===== src/rtl/la_pkg.sv =====
// Shared types and widths for the logic-analyser capture block.
package la_pkg;

    localparam int STATE_W = 3;
    localparam int DIV_W   = 8;

    typedef enum logic [STATE_W-1:0] {
        ST_IDLE = 3'd0,
        ST_FILL = 3'd1,
        ST_WAIT = 3'd2,
        ST_POST = 3'd3,
        ST_READ = 3'd4
    } la_state_e;

endpackage


===== src/rtl/la_capture_buffer_if.sv =====
// Readout stream of the capture buffer.
// A word transfers on a clock edge where rd_valid && rd_ready; the producer holds
// rd_data/rd_last stable while rd_valid && !rd_ready, and never waits on rd_ready to raise rd_valid.
interface la_capture_buffer_if #(
    parameter int NUM_CH = 8
) ();
    logic [NUM_CH-1:0] rd_data;
    logic              rd_valid;
    logic              rd_ready;
    logic              rd_last;

    modport master (output rd_data, output rd_valid, output rd_last, input rd_ready);
    modport slave  (input rd_data, input rd_valid, input rd_last, output rd_ready);
endinterface


===== src/rtl/la_sample_mem.sv =====
// DEPTH x NUM_CH sample store: one synchronous write port, one combinational read port.
module la_sample_mem #(
    parameter int NUM_CH = 8,
    parameter int DEPTH  = 16,
    localparam int ADDR_W = $clog2(DEPTH)
) (
    input  logic              clk,
    input  logic              we_i,
    input  logic [ADDR_W-1:0] waddr_i,
    input  logic [NUM_CH-1:0] wdata_i,
    input  logic [ADDR_W-1:0] raddr_i,
    output logic [NUM_CH-1:0] rdata_o
);
    logic [NUM_CH-1:0] mem_q [DEPTH];

    always_ff @(posedge clk) begin
        if (we_i) begin
            mem_q[waddr_i] <= wdata_i;
        end
    end

    assign rdata_o = mem_q[raddr_i];
endmodule


===== src/rtl/la_capture_buffer.sv =====
// Multi-channel logic-analyser capture: prescaled sampling into a circular buffer,
// level/edge trigger with pre-trigger window, then valid/ready readout of the window.
module la_capture_buffer
    import la_pkg::*;
#(
    parameter int NUM_CH = 8,
    parameter int DEPTH  = 16,
    localparam int ADDR_W = $clog2(DEPTH)
) (
    input  logic               clk,
    input  logic               reset,
    input  logic               ena,
    input  logic [NUM_CH-1:0]  ch_in,
    input  logic               arm,
    input  logic               abort,
    input  logic [NUM_CH-1:0]  trig_mask,
    input  logic [NUM_CH-1:0]  trig_value,
    input  logic               trig_edge,
    input  logic [ADDR_W-1:0]  pre_count,
    input  logic [DIV_W-1:0]   div,
    output logic [STATE_W-1:0] state_o,
    output logic               trig_o,
    la_capture_buffer_if.master rd
);
    localparam logic [ADDR_W-1:0] LAST = ADDR_W'(DEPTH - 1);

    la_state_e         state_q, state_d;
    logic [DIV_W-1:0]  presc_q, presc_d;
    logic [ADDR_W-1:0] wr_ptr_q, wr_ptr_d;
    logic [ADDR_W-1:0] rd_ptr_q, rd_ptr_d;
    logic [ADDR_W-1:0] fill_cnt_q, fill_cnt_d;
    logic [ADDR_W-1:0] post_cnt_q, post_cnt_d;
    logic [ADDR_W-1:0] word_cnt_q, word_cnt_d;
    logic [ADDR_W-1:0] pre_q, pre_d;
    logic [NUM_CH-1:0] mask_q, mask_d;
    logic [NUM_CH-1:0] value_q, value_d;
    logic              edge_q, edge_d;
    logic              prev_match_q, prev_match_d;
    logic              trig_q, trig_d;

    logic              tick;
    logic              capturing;
    logic              we;
    logic              match;
    logic              fire;
    logic              arm_go;
    logic              rd_valid_w;
    logic              rd_hs;
    logic [ADDR_W-1:0] post_init;
    logic [NUM_CH-1:0] mem_rdata;

    assign tick       = ena && (presc_q == div);
    assign capturing  = (state_q == ST_FILL) || (state_q == ST_WAIT) || (state_q == ST_POST);
    assign we         = tick && capturing && !abort;
    assign match      = ((ch_in ^ value_q) & mask_q) == '0;
    assign fire       = (state_q == ST_WAIT) && tick && !abort &&
                        (edge_q ? (match && !prev_match_q) : match);
    assign arm_go     = (state_q == ST_IDLE) && arm && !abort;
    assign rd_valid_w = (state_q == ST_READ);
    assign rd_hs      = rd_valid_w && rd.rd_ready;
    // Samples still to come after the trigger sample so the window totals DEPTH.
    assign post_init  = LAST - pre_q;

    la_sample_mem #(
        .NUM_CH (NUM_CH),
        .DEPTH  (DEPTH)
    ) u_mem (
        .clk     (clk),
        .we_i    (we),
        .waddr_i (wr_ptr_q),
        .wdata_i (ch_in),
        .raddr_i (rd_ptr_q),
        .rdata_o (mem_rdata)
    );

    always_ff @(posedge clk or posedge reset) begin
        if (reset) begin
            state_q      <= ST_IDLE;
            presc_q      <= '0;
            wr_ptr_q     <= '0;
            rd_ptr_q     <= '0;
            fill_cnt_q   <= '0;
            post_cnt_q   <= '0;
            word_cnt_q   <= '0;
            pre_q        <= '0;
            mask_q       <= '0;
            value_q      <= '0;
            edge_q       <= 1'b0;
            prev_match_q <= 1'b0;
            trig_q       <= 1'b0;
        end else begin
            state_q      <= state_d;
            presc_q      <= presc_d;
            wr_ptr_q     <= wr_ptr_d;
            rd_ptr_q     <= rd_ptr_d;
            fill_cnt_q   <= fill_cnt_d;
            post_cnt_q   <= post_cnt_d;
            word_cnt_q   <= word_cnt_d;
            pre_q        <= pre_d;
            mask_q       <= mask_d;
            value_q      <= value_d;
            edge_q       <= edge_d;
            prev_match_q <= prev_match_d;
            trig_q       <= trig_d;
        end
    end

    always_comb begin
        state_d = state_q;
        if (abort) begin
            state_d = ST_IDLE;
        end else begin
            case (state_q)
                ST_IDLE: if (arm) state_d = (pre_count != '0) ? ST_FILL : ST_WAIT;
                ST_FILL: if (tick && (ADDR_W'(fill_cnt_q + 1'b1) == pre_q)) state_d = ST_WAIT;
                ST_WAIT: if (fire) state_d = (post_init == '0) ? ST_READ : ST_POST;
                ST_POST: if (tick && (post_cnt_q == ADDR_W'(1))) state_d = ST_READ;
                ST_READ: if (rd_hs && (word_cnt_q == LAST)) state_d = ST_IDLE;
                default: state_d = ST_IDLE;
            endcase
        end
    end

    always_comb begin
        presc_d      = presc_q;
        wr_ptr_d     = wr_ptr_q;
        rd_ptr_d     = rd_ptr_q;
        fill_cnt_d   = fill_cnt_q;
        post_cnt_d   = post_cnt_q;
        word_cnt_d   = word_cnt_q;
        pre_d        = pre_q;
        mask_d       = mask_q;
        value_d      = value_q;
        edge_d       = edge_q;
        prev_match_d = prev_match_q;
        trig_d       = fire;

        // Wrap on >= so a div lowered mid-count cannot leave the prescaler stuck above it.
        if (ena) begin
            presc_d = (presc_q >= div) ? '0 : presc_q + 1'b1;
        end

        if (arm_go) begin
            presc_d      = '0;
            wr_ptr_d     = '0;
            fill_cnt_d   = '0;
            word_cnt_d   = '0;
            prev_match_d = 1'b0;
            pre_d        = pre_count;
            mask_d       = trig_mask;
            value_d      = trig_value;
            edge_d       = trig_edge;
        end

        if (we) begin
            wr_ptr_d = wr_ptr_q + 1'b1;
        end
        if ((state_q == ST_FILL) && tick) begin
            fill_cnt_d = fill_cnt_q + 1'b1;
        end
        if ((state_q == ST_WAIT) && tick) begin
            prev_match_d = match;
        end
        if (fire) begin
            post_cnt_d = post_init;
            rd_ptr_d   = wr_ptr_q - pre_q;
        end
        if ((state_q == ST_POST) && tick) begin
            post_cnt_d = post_cnt_q - 1'b1;
        end
        if (rd_hs) begin
            rd_ptr_d   = rd_ptr_q + 1'b1;
            word_cnt_d = word_cnt_q + 1'b1;
        end
    end

    always_comb begin
        state_o     = state_q;
        trig_o      = trig_q;
        rd.rd_valid = rd_valid_w;
        rd.rd_last  = rd_valid_w && (word_cnt_q == LAST);
        rd.rd_data  = rd_valid_w ? mem_rdata : '0;
    end
endmodule


===== src/flat_wrapper.sv =====
// flat-port wrapper written by rule: the top's interface ports become plain ports
module la_capture_buffer_flat import la_pkg::*;
#(
    parameter int NUM_CH = 8,
    parameter int DEPTH  = 16,
    localparam int ADDR_W = $clog2(DEPTH)
)
  (clk, reset, ena, ch_in, arm, abort, trig_mask, trig_value, trig_edge, pre_count, div, state_o, trig_o, rd_rd_data, rd_rd_valid, rd_rd_last, rd_rd_ready);
  la_capture_buffer_if #(.NUM_CH(NUM_CH)) rd_i ();
  input  logic clk;
  input  logic reset;
  input  logic ena;
  input  logic [NUM_CH-1:0] ch_in;
  input  logic arm;
  input  logic abort;
  input  logic [NUM_CH-1:0] trig_mask;
  input  logic [NUM_CH-1:0] trig_value;
  input  logic trig_edge;
  input  logic [ADDR_W-1:0] pre_count;
  input  logic [DIV_W-1:0] div;
  output logic [STATE_W-1:0] state_o;
  output logic trig_o;
  output wire logic [$bits(rd_i.rd_data)-1:0] rd_rd_data;
  output wire logic [$bits(rd_i.rd_valid)-1:0] rd_rd_valid;
  output wire logic [$bits(rd_i.rd_last)-1:0] rd_rd_last;
  input wire logic [$bits(rd_i.rd_ready)-1:0] rd_rd_ready;
  assign rd_rd_data = rd_i.rd_data;
  assign rd_rd_valid = rd_i.rd_valid;
  assign rd_rd_last = rd_i.rd_last;
  assign rd_i.rd_ready = rd_rd_ready;
  la_capture_buffer #(.NUM_CH(NUM_CH), .DEPTH(DEPTH)) u_core (.clk(clk), .reset(reset), .ena(ena), .ch_in(ch_in), .arm(arm), .abort(abort), .trig_mask(trig_mask), .trig_value(trig_value), .trig_edge(trig_edge), .pre_count(pre_count), .div(div), .state_o(state_o), .trig_o(trig_o), .rd(rd_i));
endmodule

===== config.mk =====
export PLATFORM = sky130hd
export DESIGN_NAME = la_capture_buffer_flat
export DESIGN_NICKNAME = d
export VERILOG_FILES = /design/src/rtl/la_pkg.sv /design/src/rtl/la_capture_buffer_if.sv /design/src/rtl/la_sample_mem.sv /design/src/rtl/la_capture_buffer.sv /design/src/flat_wrapper.sv
export SDC_FILE = /design/constraint.sdc
export NUM_CORES = 1
export LEC_CHECK = 0
export CAP_MARGIN = 30
export CORE_UTILIZATION = 45
export CTS_BUF_LIST = sky130_fd_sc_hd__clkbuf_16
export DETAILED_ROUTE_END_ITERATION = 16
export PLACE_DENSITY_LB_ADDON = 0.1
export SETUP_SLACK_MARGIN = 0.5
export SLEW_MARGIN = 10
export SYNTH_ARGS = -nofsm -noshare
export SYNTH_HDL_FRONTEND = slang
export SYNTH_SLANG_ARGS = --single-unit

===== constraint.sdc =====
create_clock -name clk -period 2.12 [get_ports clk]
set_input_delay 0.424 -clock clk [delete_from_list [all_inputs] [get_ports clk]]
set_output_delay 0.424 -clock clk [all_outputs]
set_load 0.03 [all_outputs]

==> impl_metrics.tcl <==
set metrics [dict create \
    status "finished, violations left" \
    violations "setup timing" \
    syn_to_final_growth_pct 32.1 \
    final.setup_skew_ns 0.0108 \
    r2r_start "u_core.presc_q[1]" \
    fin_crit_sh 1.35 \
    crit_path_start_kind "register" \
    dpl_cell_area_um2 9620 \
    path_clk_slew_ns 0.07 \
    synthesis.nets 616 \
    crit_start "u_core.rd_ptr_q[0]" \
    place_worst_setup_slack_ns -0.814 \
    nNetsFinal 743 \
    overflow 0 \
    hold_path_class "input port to asynchronous set/reset pin" \
    p_leak_uw 0.00409 \
    ios 57 \
    ys_warn_count 0 \
    holdWs_ns 0.383 \
    maxSlewHeadroom 0.649 \
    core-area_um2 17400 \
    netlist_area_um2 8100 \
    synthCells 551 \
    drv_slew 0 \
    grt_setup_unrepaired "true" \
    diodes 0 \
    crit_path_cell_trace "buf_6, buf_12, mux4_2, mux4_2, nor2b_4, buf_6" \
    critPathRequiredTime_ns 1.70 \
    gr-usage-all-layers 0.212 \
    synth_cell_types 55 \
    finalSetupViolations 146 \
    place_congestion 0.816 \
    drtIter0Drc 394 \
    routed_via_density 5.53 \
    async_reset_ff_frac 0.297 \
    cp-end-kind "output port" \
    die_h_um 136 \
    start_util 0.465 \
    utilization 0.615 \
    cp.arrival_ns 2.43 \
    synth_top_cell_area_share 0.474 \
    cp_max_fo 8 \
    cpPeakStageDelay_ns 0.57 \
    drv_cap 0 \
    post-route-min-period_ns 2.86 \
    r2r_slack_ns -0.16 \
    synth_seq_area_share 0.641 \
    stdcell_area_um2 10700 \
    grt_max_degree 33 \
    path_class "register to output port" \
    cp_slowest_cell "mux4_2" \
    cts_buffers 17 \
    drive_gt1_frac 0.375 \
    totalWireLength_mm 18.5 \
    htreeDepth 4 \
    num_vias 5064 \
    reg2reg_depth 6 \
    regToRegEndpoint "u_core.u_mem.mem_q[0][5]" \
    syn_area_per_cell_um2 14.7 \
    grt_pass1_vias 4969 \
    power.density_nw_per_um2 976 \
    antenna_found_initial 0 \
    clock.fmax_mhz 350 \
    drc_errors 0 \
    synth.largest_area_cell "edfxtp_1" \
    wl_per_cell_um 20.2 \
    dp_cells 862 \
    synth_flop_cell "edfxtp_1" \
    die_area_um2 18500 \
    cts_num_sinks 182 \
    ir_worst_vdd_v 0.000625 \
    ctsHoldBuffers 0 \
    clk-insertion-delay-late_ns 0.44 \
    ant_nets 0 \
    cts_tree "done" \
    synth_edf_count 128 \
    die_w_um 136 \
    final-hold-violation-count 0 \
    port_buffers 56 \
    ys_ff_latch 182 \
    clock_path_buffers 2 \
    rows 48 \
    layoutNonFillerInstCount 916 \
    grt_first_pass_wirelength_mm 28.1 \
    hpwl_mm 12.8 \
    firstDrtPassIters 5 \
    tightest_slew_ns 0.525 \
    root_buffer "clkbuf_16" \
    synth_area_leaders "edfxtp_1 (47%), dfrtp_1 (17%), mux4_2 (11%)" \
    fin_ws_ns -0.739 \
]
[placed cells by master, fill, tap and decap left out, types with 4 or more instances in the layout]
cell type,instances
edfxtp_1,128
nand2_1,77
buf_4,51
dfrtp_1,50
mux4_2,40
clkdlybuf4s50_1,33
buf_6,25
clkbuf_16,18
xor2_1,15
ha_1,14
and2_4,12
nand3_1,11
inv_1,10
nor2_1,10
dlygate4sd2_1,10
xnor2_1,8
nor2b_4,8
o21ai_1,8
buf_12,8
nand3_2,7
nand4_1,7
ha_4,7
nor2_2,6
and4_4,6
nor2_4,5
a21oi_1,5
mux2i_1,5
inv_2,5
clkinvlp_4,5
o21ai_0,4
a22oi_1,4
inv_6,4
dfrtp_2,4
[metal layers]
| metal | routed length (µm) | GRT usage | vias to the layer above |
|---|---|---|---|
| li1 | - | - | 2333 |
| met4 | 313 | 0.0735 | 0 |
| met5 | 0 | 0 | - |
| met2 | 9160 | 0.335 | 132 |
| met3 | 976 | 0.0503 | 22 |
| met1 | 8070 | 0.287 | 2577 |
[report_power, final]
| part | total, µW | switching, µW | internal [µW] |
|---|---|---|---|
| logic | 2910 | 1380 | 1520 |
| clock network | 3170 | 1400 | 1760 |
| registers | 4370 | 294 | 4080 |
| total | 10400 | 3080 | 7370 |
[layout make-up]
| type | count | area [µm²] |
|---|---|---|
| Sequential cell | 182 | 5200 |
| Fill cell | 1321 | 6710 |
| Inverter | 19 | 91.3 |
| Clock buffer | 17 | 425 |
| Clock inverter | 15 | 166 |
| Timing Repair Buffer | 131 | 1300 |
| Tap cell | 225 | 282 |
| Multi-Input combinational cell | 327 | 3240 |
[cell usage after synthesis (all sizes together) (10+ instances only)]
library cell,number
and2,14
buf,13
clkbuf,10
dfrtp,54
edfxtp,128
ha,21
inv,19
mux4,40
nand2,83
nand3,20
nor2,21
nor2b,10
o21ai,14
xor2,15
[worst max-delay path, delay by kind of cell (launching register included)]
kind | cells | cell delay [ns]
mux | 2 | 1.06
simple gates | 1 | 0.14
buf+inv | 3 | 0.38
flops | 1 | 0.41
[repair_timing]
item | CTS | global route
cloned | 1 | 1
setup buffers | 15 | 5
pin swaps | 18 | 9
setup endpoints to repair | 175 | 171
resized for setup | 134 | 25
[stage by stage]
step / total power, µW / setup TNS [ns]
final: 10400 / -20.16
after global routing: 10900 / -35.13
after CTS: 10400 / -29.29
after detailed placement: 6990 / -116.91
after global placement: 6940 / -114.17
after floorplan: 6100 / -4.28
[kinds of logic (layout without fill, tap and decap cells)]
logic type	Yosys count	after routing	synth area share
XOR/XNOR	23	23	0.0249
adder cells (fa/ha/maj)	22	22	0.0349
AND/OR/NAND/NOR	180	180	0.108
buffers and inverters	42	182	0.0244
flip-flops	182	182	0.641
multiplexers	46	46	0.119
AO/OA/AOI/OAI	56	56	0.0482
[sequential cells by signal, summed over array words and instances (netlist names), 3 cells and up]
| signal | cells |
|---|---|
| u_core.post_cnt_q | 4 |
| u_core.wr_ptr_q | 4 |
| u_core.fill_cnt_q | 4 |
| u_core.pre_q | 4 |
| u_core.rd_ptr_q | 4 |
| u_core.value_q | 8 |
| u_core.mask_q | 8 |
| u_core.word_cnt_q | 4 |
| u_core.presc_q | 8 |
| u_core.u_mem.mem_q | 128 |
| u_core.state_o | 3 |
[how the worst max path moves through the flow]
stage	slack, ns	end	cells past startpoint
floorplan	-0.07	rd_rd_data[0]	5
global placement	-0.80	u_core.u_mem.mem_q[4][5]	10
detailed placement	-0.81	u_core.u_mem.mem_q[6][2]	10
CTS	-0.77	rd_rd_data[3]	6
global route	-0.81	rd_rd_data[3]	6
finish	-0.74	rd_rd_data[3]	6
No activity file was read; power rests on OpenSTA's default activity.
